$ cat config.mk
export PLATFORM = sky130hd
export DESIGN_NAME = hs_data_receiver
export DESIGN_NICKNAME = d
export VERILOG_FILES = /design/src/rtl/hs_link_pkg.sv /design/src/rtl/bit_synchronizer.sv /design/src/rtl/hs_data_receiver.sv
export SDC_FILE = /design/constraint.sdc
export NUM_CORES = 1
export LEC_CHECK = 0
export ABC_AREA = 1
export BUFFER_PORTS_ARGS = -buffer_cell sky130_fd_sc_hd__buf_2
export CORE_MARGIN = 2
export CORE_UTILIZATION = 30
export DETAILED_ROUTE_END_ITERATION = 8
export GPL_ROUTABILITY_DRIVEN = 1
export GPL_TIMING_DRIVEN = 0
export PLACE_DENSITY_LB_ADDON = 0.15
export SLEW_MARGIN = 25
export SYNTH_ARGS = -nofsm -noshare
export SYNTH_HDL_FRONTEND = slang
export SYNTH_SLANG_ARGS = --single-unit
$ cat constraint.sdc
create_clock -name clkb -period 1.2 [get_ports clkb]
set_input_delay 0.24 -clock clkb [delete_from_list [all_inputs] [get_ports clkb]]
set_output_delay 0.24 -clock clkb [all_outputs]
set_load 0.02 [all_outputs]
$ cat src/rtl/hs_link_pkg.sv
// Shared definitions for the 4-phase req/ack CDC link (sender and receiver sides).
package hs_link_pkg;

    localparam int HS_DATA_W = 4;
    localparam int HS_CNT_W  = 8;

    typedef enum logic [0:0] {
        ST_IDLE = 1'b0,
        ST_ACK  = 1'b1
    } hs_state_e;

endpackage

$ cat src/rtl/bit_synchronizer.sv
// N-flop single-bit synchronizer; output is the last stage, all stages reset to 0.
module bit_synchronizer #(
    parameter int STAGES = 2
) (
    input  logic clk,
    input  logic rst_n,
    input  logic d,
    output logic q
);

    logic [STAGES-1:0] sync_q;
    logic [STAGES-1:0] sync_d;

    always_comb begin
        sync_d = {sync_q[STAGES-2:0], d};
    end

    always_ff @(posedge clk or negedge rst_n) begin
        if (!rst_n) begin
            sync_q <= '0;
        end else begin
            sync_q <= sync_d;
        end
    end

    assign q = sync_q[STAGES-1];

endmodule

$ cat src/rtl/hs_data_receiver.sv
// Receiving half of a 4-phase req/ack CDC link: sync req, capture data once per
// req-high phase, acknowledge, and publish word, count and sequence-error flag.
module hs_data_receiver
    import hs_link_pkg::*;
#(
    parameter int DATA_W      = HS_DATA_W,
    parameter int SYNC_STAGES = 2,
    parameter int CNT_W       = HS_CNT_W
) (
    input  logic              clkb,
    input  logic              rst_n,
    input  logic              data_req,
    input  logic [DATA_W-1:0] data,
    output logic              data_ack,
    output logic [DATA_W-1:0] rx_data,
    output logic              rx_valid,
    output logic [CNT_W-1:0]  rx_count,
    output logic              seq_err
);

    logic req_s;

    hs_state_e         state_q, state_d;
    logic              data_ack_q, data_ack_d;
    logic [DATA_W-1:0] rx_data_q, rx_data_d;
    logic              rx_valid_q, rx_valid_d;
    logic [CNT_W-1:0]  rx_count_q, rx_count_d;
    logic              seq_err_q, seq_err_d;
    logic              first_q, first_d;
    logic [DATA_W-1:0] expect_data;

    bit_synchronizer #(
        .STAGES (SYNC_STAGES)
    ) u_req_sync (
        .clk   (clkb),
        .rst_n (rst_n),
        .d     (data_req),
        .q     (req_s)
    );

    assign expect_data = rx_data_q + DATA_W'(1);

    always_comb begin
        state_d    = state_q;
        data_ack_d = data_ack_q;
        rx_data_d  = rx_data_q;
        rx_valid_d = 1'b0;
        rx_count_d = rx_count_q;
        seq_err_d  = seq_err_q;
        first_d    = first_q;
        case (state_q)
            ST_IDLE: begin
                // data is unsynchronized; the sender holds it stable while req is high
                if (req_s) begin
                    rx_data_d  = data;
                    rx_valid_d = 1'b1;
                    data_ack_d = 1'b1;
                    rx_count_d = rx_count_q + CNT_W'(1);
                    first_d    = 1'b0;
                    if (!first_q && (data != expect_data)) begin
                        seq_err_d = 1'b1;
                    end
                    state_d = ST_ACK;
                end
            end
            ST_ACK: begin
                if (!req_s) begin
                    data_ack_d = 1'b0;
                    state_d    = ST_IDLE;
                end
            end
            default: begin
                state_d    = ST_IDLE;
                data_ack_d = 1'b0;
            end
        endcase
    end

    always_ff @(posedge clkb or negedge rst_n) begin
        if (!rst_n) begin
            state_q    <= ST_IDLE;
            data_ack_q <= 1'b0;
            rx_data_q  <= '0;
            rx_valid_q <= 1'b0;
            rx_count_q <= '0;
            seq_err_q  <= 1'b0;
            first_q    <= 1'b1;
        end else begin
            state_q    <= state_d;
            data_ack_q <= data_ack_d;
            rx_data_q  <= rx_data_d;
            rx_valid_q <= rx_valid_d;
            rx_count_q <= rx_count_d;
            seq_err_q  <= seq_err_d;
            first_q    <= first_d;
        end
    end

    assign data_ack = data_ack_q;
    assign rx_data  = rx_data_q;
    assign rx_valid = rx_valid_q;
    assign rx_count = rx_count_q;
    assign seq_err  = seq_err_q;

endmodule

### Word-level counts from Yosys, hierarchy flattened

Cells that the tools add are included.

| word-level totals | value |
|---|---|
| flip-flop bits (word level) | 19 |
| bits of input ports | 7 |
| output and inout bits | 15 |
| word-level logic and storage cells | 24 |

| operators by class | value |
|---|---|
| add/sub/neg operators | 2 |
| equality and inequality tests | 3 |
| mux-type cells | 5 |
| bitwise gates (word level) | 1 |
| reductions and logical operators | 5 |

Operators by type and width:

| cell | count |
|---|---|
| adder 8 x 1 -> 8 bit (second input constant) | 1 |
| adder 4 x 1 -> 4 bit (second input constant) | 1 |
| two-way mux 1 bit | 4 |
| inequality test 4 bit | 1 |
| AND reduction 2 bit | 2 |
| AND reduction 3 bit | 1 |
| inequality test 2 x 1 -> 1 bit (second input constant) | 1 |
| inequality test 2 bit (second input constant) | 1 |
| one-hot mux 1 bit (2 select lines) | 1 |
| logical AND 1 bit | 1 |
| logical NOT 1 bit | 1 |
| inverter 1 bit | 1 |

### Longest topological paths before layout

| logic depth | value |
|---|---|
| depth after elaboration | 4 |
| mapped depth | 8 |
| gate-level depth less buffers | 8 |

### By module

Synthesis repeated with hierarchy kept, for this count alone.

| unflattened totals | value |
|---|---|
| cells, all modules | 103 |
| area, all modules | 875.8 µm² |

By module, submodules not included:

| module | instances | cells each | area an instance (µm²) | sequential area each (µm²) |
|---|---|---|---|---|
| hs_data_receiver | 1 | 101 | 825.8 | 426.7 |
| bit_synchronizer | 1 | 2 | 50.0 | 50.0 |

### Worst setup path before layout

Ideal clock, no wire load.

| timing path | value |
|---|---|
| path type | reg-to-reg |
| start point | register rx_data_q[0], in the netlist rx_data[0] |
| end point | register seq_err_q, in the netlist seq_err |
| setup time | 0.116 ns |
| arrival time | 1.169 ns |
| data required time | 1.084 ns |
| slack | -0.086 ns |
| cell stages (with the launch flop) | 9 |
| buffers on the path | 0 |
| period minus slack after synthesis | 1.286 ns |
| cells stage by stage | dfrtp_1 -> ha_1 -> inv_1 -> nand2_1 -> nand2_1 -> nor2_1 -> nand3_1 -> nand2_1 -> nand2_1 |

| between the ends | value |
|---|---|
| longest elaborated chain between the ends | 4 |

Ends and longest elaborated chain:

| what | RTL line | source |
|---|---|---|
| from (decl) | hs_data_receiver.sv:25 | `logic [DATA_W-1:0] rx_data_q, rx_data_d;` |
| from (signal assigned) | hs_data_receiver.sv:91 | `rx_data_q <= rx_data_d;` |
| adder 4 x 1 -> 4 bit | hs_data_receiver.sv:41 | `assign expect_data = rx_data_q + DATA_W'(1);` |
| inequality test 4 bit | hs_data_receiver.sv:60 | `if (!first_q && (data != expect_data)) begin` |
| logical AND 1 bit | hs_data_receiver.sv:60 |  |
| AND reduction 3 bit (no source line) | -- |  |
| to (signal assigned) | hs_data_receiver.sv:94 | `seq_err_q <= seq_err_d;` |
| to (decl) | hs_data_receiver.sv:28 | `logic seq_err_q, seq_err_d;` |

No other way between the ends.
A chain may end at the register's enable or synchronous reset.

### Worst setup path after layout

| timing path | value |
|---|---|
| start point | register state_q |
| end point | register rx_count_q[3], in the netlist rx_count[3] |

| between the ends | value |
|---|---|
| longest elaborated chain between the ends | 2 |

Ends and longest elaborated chain:

| what | RTL line | source |
|---|---|---|
| from (decl) | hs_data_receiver.sv:23 | `hs_state_e state_q, state_d;` |
| from (signal assigned) | hs_data_receiver.sv:89 | `state_q <= state_d;` |
| inverter 1 bit (no source line) | -- |  |
| AND reduction 2 bit (no source line) | -- |  |
| to (signal assigned) | hs_data_receiver.sv:93 | `rx_count_q <= rx_count_d;` |
| to (decl) | hs_data_receiver.sv:27 | `logic [CNT_W-1:0] rx_count_q, rx_count_d;` |

No other way between the ends.

==> results.yml <==
worst_setup_path:
  cp-start-kind: "flop"
  path_max_fanout: 4
  cp.required_ns: 1.42
  critPathKind: "reg -> reg"
  slowest_stage: "dfrtp_1"
  worstSetupEndpointType: "flop"
  rr_worst_depth: 6
  arrival_ns: 1.49
  max_stage_delay_ns: 0.41
  path_cells: "inv_2 -> ha_4 -> inv_6 -> nor3_4 -> buf_4 -> xor2_1"
finish:
  instances_no_fill: 172
  area_delta_synth_final_pct: 34.6
  fillCellCount: 281
  diodes: 0
  drive_gt1_share_pct: 34.8
  nets: 152
sta:
  totalNegativeSetupSlack_ns: -0.108
  slew_violations: 0
  relSlewSlack_pct: 72.1
  setup_violations: 3
  rsz0062_at_grt: "true"
  worst_pin_slew_ns: 0.418
  fin_crit_sh_pct: 106
  whs_ns: 0.0451
  fmax_ghz: 0.789
  period_needed_ns: 1.27
  clock_skew_ns: 0.00251
  timing.final.ws_setup_ns: -0.0674
  final_hold_viol_count: 0
hold_path:
  min_path_cells: 1
  hold_class: "in -> reg"
detailed_routing:
  finalWirelength_mm: 1.71
  drt_first_pass_iters: 4
  drt-initial-drc-count: 27
  num_vias: 735
  avgViaCountPerCell: 4.27
  avgRoutedWirePerCell_um: 9.97
  ant_nets: 0
  drc: 0
floorplanning:
  boundaryPins: 22
  fp.dieH_um: 58.6
  die_w_um: 58.6
  rows: 19
  start_util_pct: 32.1
  core_sq_um: 2780
  die_area_sq_um: 3430
clocking:
  clockRootBuffer: "clkbuf_4"
  path_clk_slew_ns: 0.11
  clock_latency_ns: 0.29
  cts_max_path_buffers: 2
  cts_sinks: 19
  cts_tree: "yes"
  cts_max_level: 1
  cts_buffers: 3
pwr:
  totalPowerFinal_w: 0.00191
  internal-power_w: 0.00117
  clkPwrFrac_pct: 16.6
  p_per_area_nw_per_um2: 1580
  power.net_switching_w: 0.000733
  combPwrFrac_pct: 36.7
  p_leak_nw: 0.682
  sw_frac_of_total_pct: 38.5
  power_frac_seq_pct: 46.7
  ir_drop_uv: 894
synth:
  syn-num-nets: 115
  syn_inst: 105
  yosys_register_bits: 19
  seq_area_frac_synth_pct: 53.4
  synth_cell_types: 15
  syn_avg_cell_area_sq_um: 8.51
  yosysWarnings: 0
  syn-cell-area_sq_um: 893
flow_run:
  maxCapViolCount: 0
placed_design:
  hpwl_mm: 1.21
  portBuffers: 21
  gp_congestion: 0.724
  placed_cells: 157
global_route:
  grt_antenna_before_repair: 0
  grt_usage_pct: 11.2
  grt_pass1_wl_mm: 2.94
  grt_start_max_net_pins: 20
  overflow: 0
  grt_pass1_vias: 655
outcome:
  run_status: "finished, violations left"
  violations: "setup timing"
cell usage in the layout (no fill, tap or decap), types with 2 or more instances in the layout:
master and n:
dfrtp_1 16, buf_4 11, nand4_1 3, buf_2 21
nand2_1 35, inv_2 2, xor2_1 5, clkbuf_4 3
inv_1 17, dfrtp_2 2, ha_4 2, nand2_2 2
nor2_1 3, nand3_1 5, o21ai_0 4
layout make-up:
cell class	count	area [sq um]	area share, %
timing repair buffer	32	190	15.8
buffer	1	7.51	0.624
multi-input combinational	65	379	31.5
clock inverter	1	5.00	0.416
inverter	20	80.1	6.66
clock buffer	3	22.5	1.87
sequential	19	479	39.9
tap	31	38.8	3.23
registers in the layout, indices dropped and copies added (netlist names):
name and count:
rx_valid 1, seq_err 1, first_q 1, u_req_sync.sync_q 2, state_q 1, data_ack 1, rx_count 8, rx_data 4
path summary, 6_finish.rpt:
path | from | slack, ns | end
worst min register to register | u_req_sync.sync_q[0]$_DFF_PN0_ | 0.36 | u_req_sync.sync_q[1]$_DFF_PN0_
min in group asynchronous | rst_n | 0.41 | rx_count[1]$_DFFE_PN0P_
worst max register to register | state_q$_DFF_PN0_ | -0.07 | rx_count[3]$_DFFE_PN0P_
worst min-delay path | data_req | 0.05 | u_req_sync.sync_q[0]$_DFF_PN0_
max in group asynchronous | rst_n | 0.47 | first_q$_DFFE_PN1P_
worst max-delay path | state_q$_DFF_PN0_ | -0.07 | rx_count[3]$_DFFE_PN0P_
per-stage QoR:
stage | worst slack (ns) | util, % | cell area, sq um
4_1_cts | -0.0504 | 40.3 | 1120
3_3_place_gp | -0.123 | 37.8 | 1050
3_5_place_dp | -0.121 | 37.8 | 1050
2_1_floorplan | 0.00416 | - | 908
5_1_grt | -0.133 | 43.2 | 1200
6_report | -0.0674 | 43.2 | 1200
routing by layer:
layer / track usage, % / part of all wire, %
met1: 15.3 / 49
met2: 16.9 / 45
met3: 2.20 / 4.5
met4: 5.84 / 0.93
met5: 0 / 0
cells in the mapped netlist:
library cell | n | share of area, %
nand2_1 | 37 | 16
inv_1 | 19 | 8.0
dfrtp_1 | 18 | 50
nand3_1 | 6 | 3.4
xor2_1 | 5 | 4.9
nor2_1 | 4 | 1.7
o21ai_0 | 4 | 2.2
ha_1 | 3 | 4.2
nand4_1 | 3 | 2.1
buf_2 | 1 | 0.56
dfstp_2 | 1 | 2.9
inv_2 | 1 | 0.42
nor3_4 | 1 | 1.8
nor3b_1 | 1 | 0.84
xnor2_1 | 1 | 0.98
power by group through the flow:
stage,Combinational (W),Clock [W],Sequential (W)
detailed placement,0.000572,0,0.000915
floorplan,0.000244,0,0.00104
global placement,0.000562,0,0.000911
global route,0.000780,0.000373,0.000912
CTS,0.000607,0.000336,0.000898
finish,0.000700,0.000316,0.000889
critical path, delay by kind of cell (launching register included):
family | cells | cell delay, ns
buf+inv | 3 | 0.26
fa+ha+maj | 1 | 0.18
xor+xnor | 1 | 0.14
flops | 1 | 0.41
simple gates | 1 | 0.21
cell families (layout without fill, tap and decap cells):
logic type	count (synthesis)	in the layout	share of synthesized area, %
flip-flops	19	19	53.4
XOR/XNOR	6	6	5.88
buffers and inverters	21	57	8.96
AO/OA/AOI/OAI	4	4	2.24
AND/OR/NAND/NOR	52	52	25.4
adder cells (fa/ha/maj)	3	3	4.20
repair_timing:
| item | CTS | global route |
|---|---|---|
| endpoints found under the setup margin | 9 | 12 |
| endpoints found under the hold margin | 18 | 0 |
| pin swaps | 1 | 8 |
| gates resized for setup | 4 | 8 |
| buffers inserted | 2 | 8 |
| hold buffers | 1 | 0 |
Power figures use the tool's default switching activity.
